## config.mk

```make
export PLATFORM = sky130hd
export DESIGN_NAME = dmem_access_ctrl
export DESIGN_NICKNAME = d
export VERILOG_FILES = /design/src/rtl/rv32i_pkg.sv /design/src/rtl/lsu_align.sv /design/src/rtl/dmem_access_ctrl.sv
export SDC_FILE = /design/constraint.sdc
export NUM_CORES = 1
export LEC_CHECK = 0
export BUFFER_PORTS_ARGS = -buffer_cell sky130_fd_sc_hd__buf_2
export CAP_MARGIN = 10
export CORE_MARGIN = 8
export CORE_UTILIZATION = 45
export CTS_CLUSTER_DIAMETER = 80
export DETAILED_ROUTE_END_ITERATION = 12
export PLACE_DENSITY = 0.85
export SETUP_SLACK_MARGIN = 0.1
export SLEW_MARGIN = 15
export SYNTH_ARGS = -nofsm -noshare
export SYNTH_HDL_FRONTEND = slang
export SYNTH_SLANG_ARGS = --single-unit
export TNS_END_PERCENT = 30
```

## constraint.sdc

```tcl
create_clock -name clk -period 2.7 [get_ports clk]
set_clock_uncertainty 0.15 [all_clocks]
set_input_delay 0.54 -clock clk [delete_from_list [all_inputs] [get_ports clk]]
set_output_delay 0.54 -clock clk [all_outputs]
set_load 0.005 [all_outputs]
```

## src/rtl/rv32i_pkg.sv

```systemverilog
// Shared RV32I definitions for the MEM-stage data access path.
// Holds the load/store size encodings and the access controller state type.
package rv32i_pkg;

    localparam logic [2:0] F3_B  = 3'b000;
    localparam logic [2:0] F3_H  = 3'b001;
    localparam logic [2:0] F3_W  = 3'b010;
    localparam logic [2:0] F3_BU = 3'b100;
    localparam logic [2:0] F3_HU = 3'b101;

    typedef enum logic [1:0] {
        IDLE = 2'd0,
        REQ  = 2'd1,
        DONE = 2'd2
    } dmemState_t;

    // Unsigned sizes only exist for loads.
    function automatic logic isSizeLegal(input logic [2:0] funct3, input logic isStore);
        case (funct3)
            F3_B, F3_H, F3_W: return 1'b1;
            F3_BU, F3_HU:     return !isStore;
            default:          return 1'b0;
        endcase
    endfunction

endpackage

```

## src/rtl/lsu_align.sv

```systemverilog
// Combinational byte-lane logic: legality/alignment of the request, store strobes
// and replication, and extraction plus extension of the returned load word.
module lsu_align
    import rv32i_pkg::*;
(
    input  logic [2:0]  funct3,
    input  logic [1:0]  addrLo,
    input  logic        isLoad,
    input  logic        isStore,
    input  logic [31:0] storeData,
    input  logic [2:0]  ldFunct3,
    input  logic [1:0]  ldAddrLo,
    input  logic [31:0] rdata,
    output logic        accessOk,
    output logic [3:0]  wstrb,
    output logic [31:0] wdata,
    output logic [31:0] loadData
);

    logic        legal;
    logic        aligned;
    logic [7:0]  ldByte;
    logic [15:0] ldHalf;

    always_comb begin
        legal   = isSizeLegal(funct3, isStore) && !(isLoad && isStore);
        aligned = 1'b1;
        case (funct3)
            F3_H, F3_HU: aligned = !addrLo[0];
            F3_W:        aligned = (addrLo == 2'b00);
            default:     aligned = 1'b1;
        endcase
        accessOk = legal && aligned;
    end

    always_comb begin
        wstrb = 4'b0000;
        wdata = storeData;
        case (funct3)
            F3_B: begin
                wstrb = 4'b0001 << addrLo;
                wdata = {4{storeData[7:0]}};
            end
            F3_H: begin
                wstrb = 4'b0011 << addrLo;
                wdata = {2{storeData[15:0]}};
            end
            F3_W:    wstrb = 4'b1111;
            default: wstrb = 4'b0000;
        endcase
    end

    always_comb begin
        ldByte   = rdata[{ldAddrLo, 3'b000} +: 8];
        ldHalf   = ldAddrLo[1] ? rdata[31:16] : rdata[15:0];
        loadData = rdata;
        case (ldFunct3)
            F3_B:    loadData = {{24{ldByte[7]}}, ldByte};
            F3_BU:   loadData = {24'b0, ldByte};
            F3_H:    loadData = {{16{ldHalf[15]}}, ldHalf};
            F3_HU:   loadData = {16'b0, ldHalf};
            default: loadData = rdata;
        endcase
    end

endmodule

```

## src/rtl/dmem_access_ctrl.sv

```systemverilog
// MEM-stage data access controller: turns the M-stage load/store into a req/ack bus
// transaction, stalls the pipeline while it is in flight and flags bad accesses.
//
// state | meaning
// IDLE  | no access in flight; a new M-stage access is detected here
// REQ   | mem_req held, waiting for mem_ack or the timeout down-counter to expire
// DONE  | result/flags presented for one cycle while the instruction leaves M
module dmem_access_ctrl
    import rv32i_pkg::*;
#(
    parameter int TIMEOUT_CYCLES = 15
) (
    input  logic        clk,
    input  logic        reset,
    input  logic        MemReadM,
    input  logic        MemWriteM,
    input  logic [2:0]  Funct3M,
    input  logic [31:0] ALUResultM,
    input  logic [31:0] WriteDataM,
    input  logic        mem_ack,
    input  logic [31:0] mem_rdata,
    output logic        mem_req,
    output logic        mem_we,
    output logic [31:0] mem_addr,
    output logic [31:0] mem_wdata,
    output logic [3:0]  mem_wstrb,
    output logic [31:0] ReadDataM,
    output logic        LoadValidM,
    output logic        StallM,
    output logic        MisalignM,
    output logic        BusErrM
);

    localparam int TW = $clog2(TIMEOUT_CYCLES);
    localparam logic [TW-1:0] TIMER_LOAD = TW'(TIMEOUT_CYCLES - 1);

    dmemState_t  state;
    dmemState_t  nextState;
    logic [TW-1:0] timer;
    logic        timerDone;
    logic        accessReq;
    logic        accessOk;
    logic [2:0]  reqFunct3;
    logic [1:0]  reqAddrLo;
    logic        reqIsLoad;
    logic        misalignFlag;
    logic        busErrFlag;
    logic        loadOkFlag;
    logic [3:0]  alignWstrb;
    logic [31:0] alignWdata;
    logic [31:0] alignLoad;

    assign accessReq = MemReadM || MemWriteM;
    assign timerDone = (timer == '0);

    lsu_align uAlign (
        .funct3    (Funct3M),
        .addrLo    (ALUResultM[1:0]),
        .isLoad    (MemReadM),
        .isStore   (MemWriteM),
        .storeData (WriteDataM),
        .ldFunct3  (reqFunct3),
        .ldAddrLo  (reqAddrLo),
        .rdata     (mem_rdata),
        .accessOk  (accessOk),
        .wstrb     (alignWstrb),
        .wdata     (alignWdata),
        .loadData  (alignLoad)
    );

    always_ff @(posedge clk) begin
        if (!reset) begin
            state <= IDLE;
        end else begin
            state <= nextState;
        end
    end

    always_comb begin
        nextState = state;
        case (state)
            IDLE: begin
                if (accessReq) begin
                    nextState = accessOk ? REQ : DONE;
                end
            end
            REQ: begin
                if (mem_ack || timerDone) begin
                    nextState = DONE;
                end
            end
            DONE:    nextState = IDLE;
            default: nextState = IDLE;
        endcase
    end

    // Bus outputs, timeout counter, captured load data and the DONE-cycle flags.
    always_ff @(posedge clk) begin
        if (!reset) begin
            timer        <= '0;
            mem_req      <= 1'b0;
            mem_we       <= 1'b0;
            mem_addr     <= '0;
            mem_wdata    <= '0;
            mem_wstrb    <= '0;
            ReadDataM    <= '0;
            reqFunct3    <= '0;
            reqAddrLo    <= '0;
            reqIsLoad    <= 1'b0;
            misalignFlag <= 1'b0;
            busErrFlag   <= 1'b0;
            loadOkFlag   <= 1'b0;
        end else begin
            case (state)
                IDLE: begin
                    if (accessReq && accessOk) begin
                        mem_req   <= 1'b1;
                        mem_we    <= MemWriteM;
                        mem_addr  <= {ALUResultM[31:2], 2'b00};
                        mem_wdata <= MemWriteM ? alignWdata : '0;
                        mem_wstrb <= MemWriteM ? alignWstrb : '0;
                        reqFunct3 <= Funct3M;
                        reqAddrLo <= ALUResultM[1:0];
                        reqIsLoad <= MemReadM;
                        timer     <= TIMER_LOAD;
                    end else if (accessReq) begin
                        misalignFlag <= 1'b1;
                        ReadDataM    <= '0;
                    end
                end
                REQ: begin
                    if (mem_ack || timerDone) begin
                        mem_req   <= 1'b0;
                        mem_we    <= 1'b0;
                        mem_addr  <= '0;
                        mem_wdata <= '0;
                        mem_wstrb <= '0;
                        timer     <= '0;
                        // An ack in the final counted cycle still completes normally.
                        if (mem_ack) begin
                            if (reqIsLoad) begin
                                ReadDataM  <= alignLoad;
                                loadOkFlag <= 1'b1;
                            end
                        end else begin
                            busErrFlag <= 1'b1;
                            ReadDataM  <= '0;
                        end
                    end else begin
                        timer <= timer - 1'b1;
                    end
                end
                DONE: begin
                    misalignFlag <= 1'b0;
                    busErrFlag   <= 1'b0;
                    loadOkFlag   <= 1'b0;
                end
                default: begin
                    misalignFlag <= 1'b0;
                    busErrFlag   <= 1'b0;
                    loadOkFlag   <= 1'b0;
                end
            endcase
        end
    end

    always_comb begin
        StallM     = 1'b0;
        LoadValidM = 1'b0;
        MisalignM  = 1'b0;
        BusErrM    = 1'b0;
        if (reset) begin
            StallM     = ((state == IDLE) && accessReq) || (state == REQ);
            LoadValidM = (state == DONE) && loadOkFlag;
            MisalignM  = (state == DONE) && misalignFlag;
            BusErrM    = (state == DONE) && busErrFlag;
        end
    end

endmodule
```

### Word-level counts from Yosys, hierarchy flattened

Cells that the tools add are included.

| word-level totals | value |
|---|---|
| flip-flop bits (word level) | 117 |
| logic and storage cells | 116 |

| cells by class | value |
|---|---|
| add/sub/neg operators | 1 |
| eq/ne operators | 17 |
| shifts and indexed selects | 3 |
| multiplexer cells | 48 |
| bitwise logic cells | 2 |
| reduce and logical (&&, ||, !) cells | 31 |

Operator list:

| operator | number |
|---|---|
| $mux W32 | 9 |
| $pmux W32 S2 | 4 |
| $pmux W32 S4 | 1 |
| $shiftx A32 B6 Y8 | 1 |
| $mux W4 | 5 |
| $mux W16 | 1 |
| $pmux W4 S2 | 2 |
| $mux W1 | 14 |
| $ne A2 B2 Y1 const B | 7 |
| $pmux W1 S2 | 7 |
| $eq A3 B3 Y1 const B | 4 |
| $pmux W4 S3 | 1 |
| $reduce_and A3 Y1 | 3 |
| $logic_and A1 B1 Y1 | 8 |
| $eq A3 B1 Y1 const B | 2 |
| $logic_not A3 Y1 | 2 |
| $mux W2 | 3 |
| $reduce_and A2 Y1 | 3 |
| $reduce_and A5 Y1 | 1 |
| $logic_not A2 Y1 | 2 |
| $logic_not A4 Y1 | 1 |
| $pmux W2 S2 | 1 |
| $reduce_and A4 Y1 | 1 |
| $reduce_or A2 Y1 | 2 |
| other kinds (12) | 17 |

### Logic depth before layout (Yosys ltp)

| depth | value |
|---|---|
| word-level depth | 8 |
| depth in mapped cells | 9 |

### Hierarchy

Synthesis repeated with hierarchy kept, for this count alone.

| unflattened totals | value |
|---|---|
| cells, all modules | 635 |
| area, all modules | 5502.8 µm² |

By module, submodules not included:

| module | instances | cells an instance | area each (µm²) |
|---|---|---|---|
| dmem_access_ctrl | 1 | 452 | 4319.1 |
| lsu_align | 1 | 183 | 1183.6 |

### Worst setup path before layout

No wires, ideal clock.

| timing | value |
|---|---|
| path type | input to register |
| from | input port Funct3M[1] |
| to | register mem_wstrb[0] |
| data arrival time | 1843 ps |
| required time | 2433 ps |
| path slack | 591 ps |
| stages | 9 |
| cells stage by stage | buf_2 -> nor2_1 -> o22a_2 -> nand3b_2 -> buf_6 -> and2_1 -> buf_6 -> buf_6 -> a22o_1 |

| on the way | value |
|---|---|
| cells in the longest elaborated chain, start to end | 8 |

Ends and longest elaborated chain:

| item | line | source |
|---|---|---|
| from (decl) | dmem_access_ctrl.sv:17 | `input logic [2:0] Funct3M,` |
| $eq A3 B1 Y1 (tied with other cells) | rv32i_pkg.sv:19, lsu_align.sv:28, lsu_align.sv:39 |  |
| $reduce_or A3 Y1 or $reduce_or A2 Y1 (tied branches) | rv32i_pkg.sv:19 | `case (funct3)` |
| $pmux W1 S2 | rv32i_pkg.sv:19 |  |
| $logic_and A1 B1 Y1 | lsu_align.sv:26 | `legal = isSizeLegal(funct3, isStore) && !(isLoad && isStore);` |
| $logic_and A1 B1 Y1 | lsu_align.sv:33 | `accessOk = legal && aligned;` |
| $logic_and A1 B1 Y1 | dmem_access_ctrl.sv:116 | `if (accessReq && accessOk) begin` |
| $ne A2 B2 Y1 (no line) | n/a |  |
| $reduce_and A3 Y1 (no line) | n/a |  |
| to (signal assigned) | dmem_access_ctrl.sv:121 | `mem_wstrb <= MemWriteM ? alignWstrb : '0;` |
| to (decl) | dmem_access_ctrl.sv:26 | `output logic [3:0] mem_wstrb,` |

Several ways; a longest one is shown, not always the timed one. The select of a mux whose other input is x is not followed.
A chain may end at the register's enable or synchronous reset.

### Worst setup path in the final report

| timing | value |
|---|---|
| from | register state[0] |
| to | register ReadDataM[16] |

| on the way | value |
|---|---|
| cells in the longest elaborated chain, start to end | 3 |

Ends and longest elaborated chain:

| item | line | source |
|---|---|---|
| from (decl) | dmem_access_ctrl.sv:37 | `dmemState_t state;` |
| from (signal assigned) | dmem_access_ctrl.sv:75 | `state <= nextState;` |
| $eq A2 B1 Y1 or $logic_not A2 Y1 (tied branches) | dmem_access_ctrl.sv:114 | `case (state)` |
| $ne A3 B3 Y1 (no line) (tied with other cells) | n/a |  |
| $reduce_and A5 Y1 (no line) | n/a |  |
| to (signal assigned) | dmem_access_ctrl.sv:142 | `ReadDataM <= alignLoad;` |
| to (decl) | dmem_access_ctrl.sv:27 | `output logic [31:0] ReadDataM,` |

Several ways; a longest one is shown, not always the timed one.

==> impl_metrics.json <==
{
  "status": "completed",
  "antenna_found_initial": 0,
  "slew_headroom": 0.228,
  "regArea_mm2": 0.00230,
  "overflow": 0,
  "power.total_mw": 4.45,
  "maxCapViolations": 0,
  "synthMostInstantiatedCell": "dfxtp_1",
  "endpoint_kind": "flop",
  "period_share": 0.833,
  "cts.clk_slew.worst_paths_ns": 0.06,
  "cp-start-kind": "flop",
  "fin_tns_setup_ns": 0,
  "tightest_slew_ns": 1.15,
  "fin_nets": 838,
  "area_delta_synth_final_pct": 31.5,
  "cts_setup_buffers": 0,
  "root_buffer": "clkbuf_16",
  "numCtsBuffers": 17,
  "start_util": 0.454,
  "drtAntennaViolNets": 0,
  "synthTopCellsByCount": "dfxtp_1 (115), a22o_1 (51), nand3_1 (47), o21ai_0 (47), a21oi_1 (41)",
  "core_area_mm2": 0.0113,
  "clkLatencyLatePin_ns": 0.40,
  "io_pins": 210,
  "ys_warn_count": 0,
  "grt_start_max_net_pins": 52,
  "postCtsResizedCells": 0,
  "setup_viol": 0,
  "yosysTopAreaCell": "dfxtp_1",
  "grt_pass1_wl_mm": 24.6,
  "die_area_mm2": 0.0150,
  "wire_per_inst_um": 17.9,
  "drive_gt1_frac": 0.389,
  "drv_slew": 0,
  "synth_edf_count": 0,
  "cts.sinks": 115,
  "multi_input_area_mm2": 0.00252,
  "grt_pass1_vias": 4938,
  "synth_cells": 545,
  "ir_drop_mv": 0.419,
  "dpl_worst_slack_ns": 0.273,
  "grtUsageTotal": 0.206,
  "rsz0062_at_grt": "false",
  "arrival_ns": 2.41,
  "die_h_um": 123,
  "ys_seq_elements": 115,
  "critical_path_class": "reg2reg",
  "portBuffers": 207,
  "syn_area_mm2": 0.00512,
  "vias": 4989,
  "cts_hold_buf": 0,
  "drt-pass1-iter-count": 5,
  "required_ns": 2.86,
  "fillers": 988,
  "synth_top_area_share": 0.450,
  "fmax_mhz": 444,
  "diodes": 0,
  "ys_seq_area_frac": 0.450,
  "gp_congestion": 0.924,
  "drtIter0Drc": 512,
  "cts_tree": "built",
  "min_period_ns": 2.25,
  "clockBufferDepth": 2,
  "fin_ws_ns": 0.450,
  "synth_area_leaders": "dfxtp_1 (45%), a22o_1 (8.7%), nand3_1 (4.6%)",
  "hpwl_mm": 12.0,
  "die_x_um": 123,
  "path_max_fanout": 16,
  "drcViolationCount": 0,
  "totalWireLength_mm": 15.9,
  "synth_area_per_cell_um2": 9.39,
  "synth_cell_type_count": 53,
  "p_leak_nw": 3.06,
  "h-tree-depth": 4,
  "async_flop_share": 0,
  "hold_viol": 0,
  "holdCritPathClass": "in2reg",
  "p_per_area_mw_per_mm2": 661,
  "num_rows": 39,
  "synth-main-ff-cell": "dfxtp_1",
  "via_per_inst": 5.61
}
## layer usage
metal,global-route usage,wire length (µm),vias to the layer above,part of all wire
li1,-,-,2414,-
met1,0.238,6360,2324,0.40
met2,0.334,7450,229,0.47
met5,0,0,-,0
met4,0.0777,294,0,0.018
met3,0.0869,1830,22,0.12
## worst max-delay path, cell delays in order (launching register included)
cell	delay (ns)
dfxtp_1	0.58
nor2b_1	0.18
buf_4	0.17
and3_1	0.43
o21ai_2	0.10
buf_4	0.23
o31ai_1	0.28
## where the power goes
| part | internal (mW) | switching (mW) |
|---|---|---|
| registers | 1.76 | 0.0468 |
| clock network | 1.20 | 0.873 |
| logic | 0.239 | 0.331 |
| total | 3.20 | 1.25 |
## flip-flops by register name, summed over array words and instances, names as in the netlist, 2 cells and up
register and cells:
ReadDataM 32, mem_wdata 32, mem_addr 30, mem_wstrb 4
timer 4, reqFunct3 3, reqAddrLo 2, state 2
## cells in the final DEF (no fill, tap or decap), types with 13 or more instances in the layout
cell type / instances
dfxtp_1: 115
mux2i_1: 17
a22o_1: 51
buf_4: 13
buf_2: 207
nand2_1: 23
nand3_1: 47
o21ai_0: 47
clkbuf_16: 17
a21oi_1: 41
nor2_1: 19
## logic make-up after synthesis
logic type | after synthesis | share of synthesized area
AOI/OAI and AO/OA | 207 | 0.286
and+or+nand+nor | 134 | 0.134
DFF | 115 | 0.450
buffers and inverters | 57 | 0.0609
muxes | 30 | 0.0662
adders and majority gates | 1 | 0.00244
other | 1 | 0.000732
## area by class of cell
| class | count | share of cell area |
|---|---|---|
| inverter | 3 | 0.00167 |
| clock buffer | 18 | 0.0637 |
| sequential | 115 | 0.342 |
| timing repair buffer | 222 | 0.174 |
| clock inverter | 14 | 0.0178 |
| tap | 143 | 0.0266 |
| multi-input combinational | 374 | 0.374 |
## per-stage QoR
step           instances  hold slack, ns  area (µm²)  utilization
4_1_cts              889           0.179        6730        0.597
2_1_floorplan        546           0.278        5120            -
5_1_grt              889           0.179        6730        0.597
6_report             889           0.193        6730        0.597
3_5_place_dp         857           0.289        6180        0.549
3_3_place_gp         857           0.289        6180        0.549
## worst paths after layout
path	startpoint	to	slack, ns	depth (start not counted)
min	ALUResultM[21]	mem_addr[21]	0.19	2
min reg2reg	mem_we	mem_we	0.31	1
max	state[0]	ReadDataM[16]	0.45	6
max reg2reg	state[0]	ReadDataM[16]	0.45	6
No activity file was read; power rests on OpenSTA's default activity.
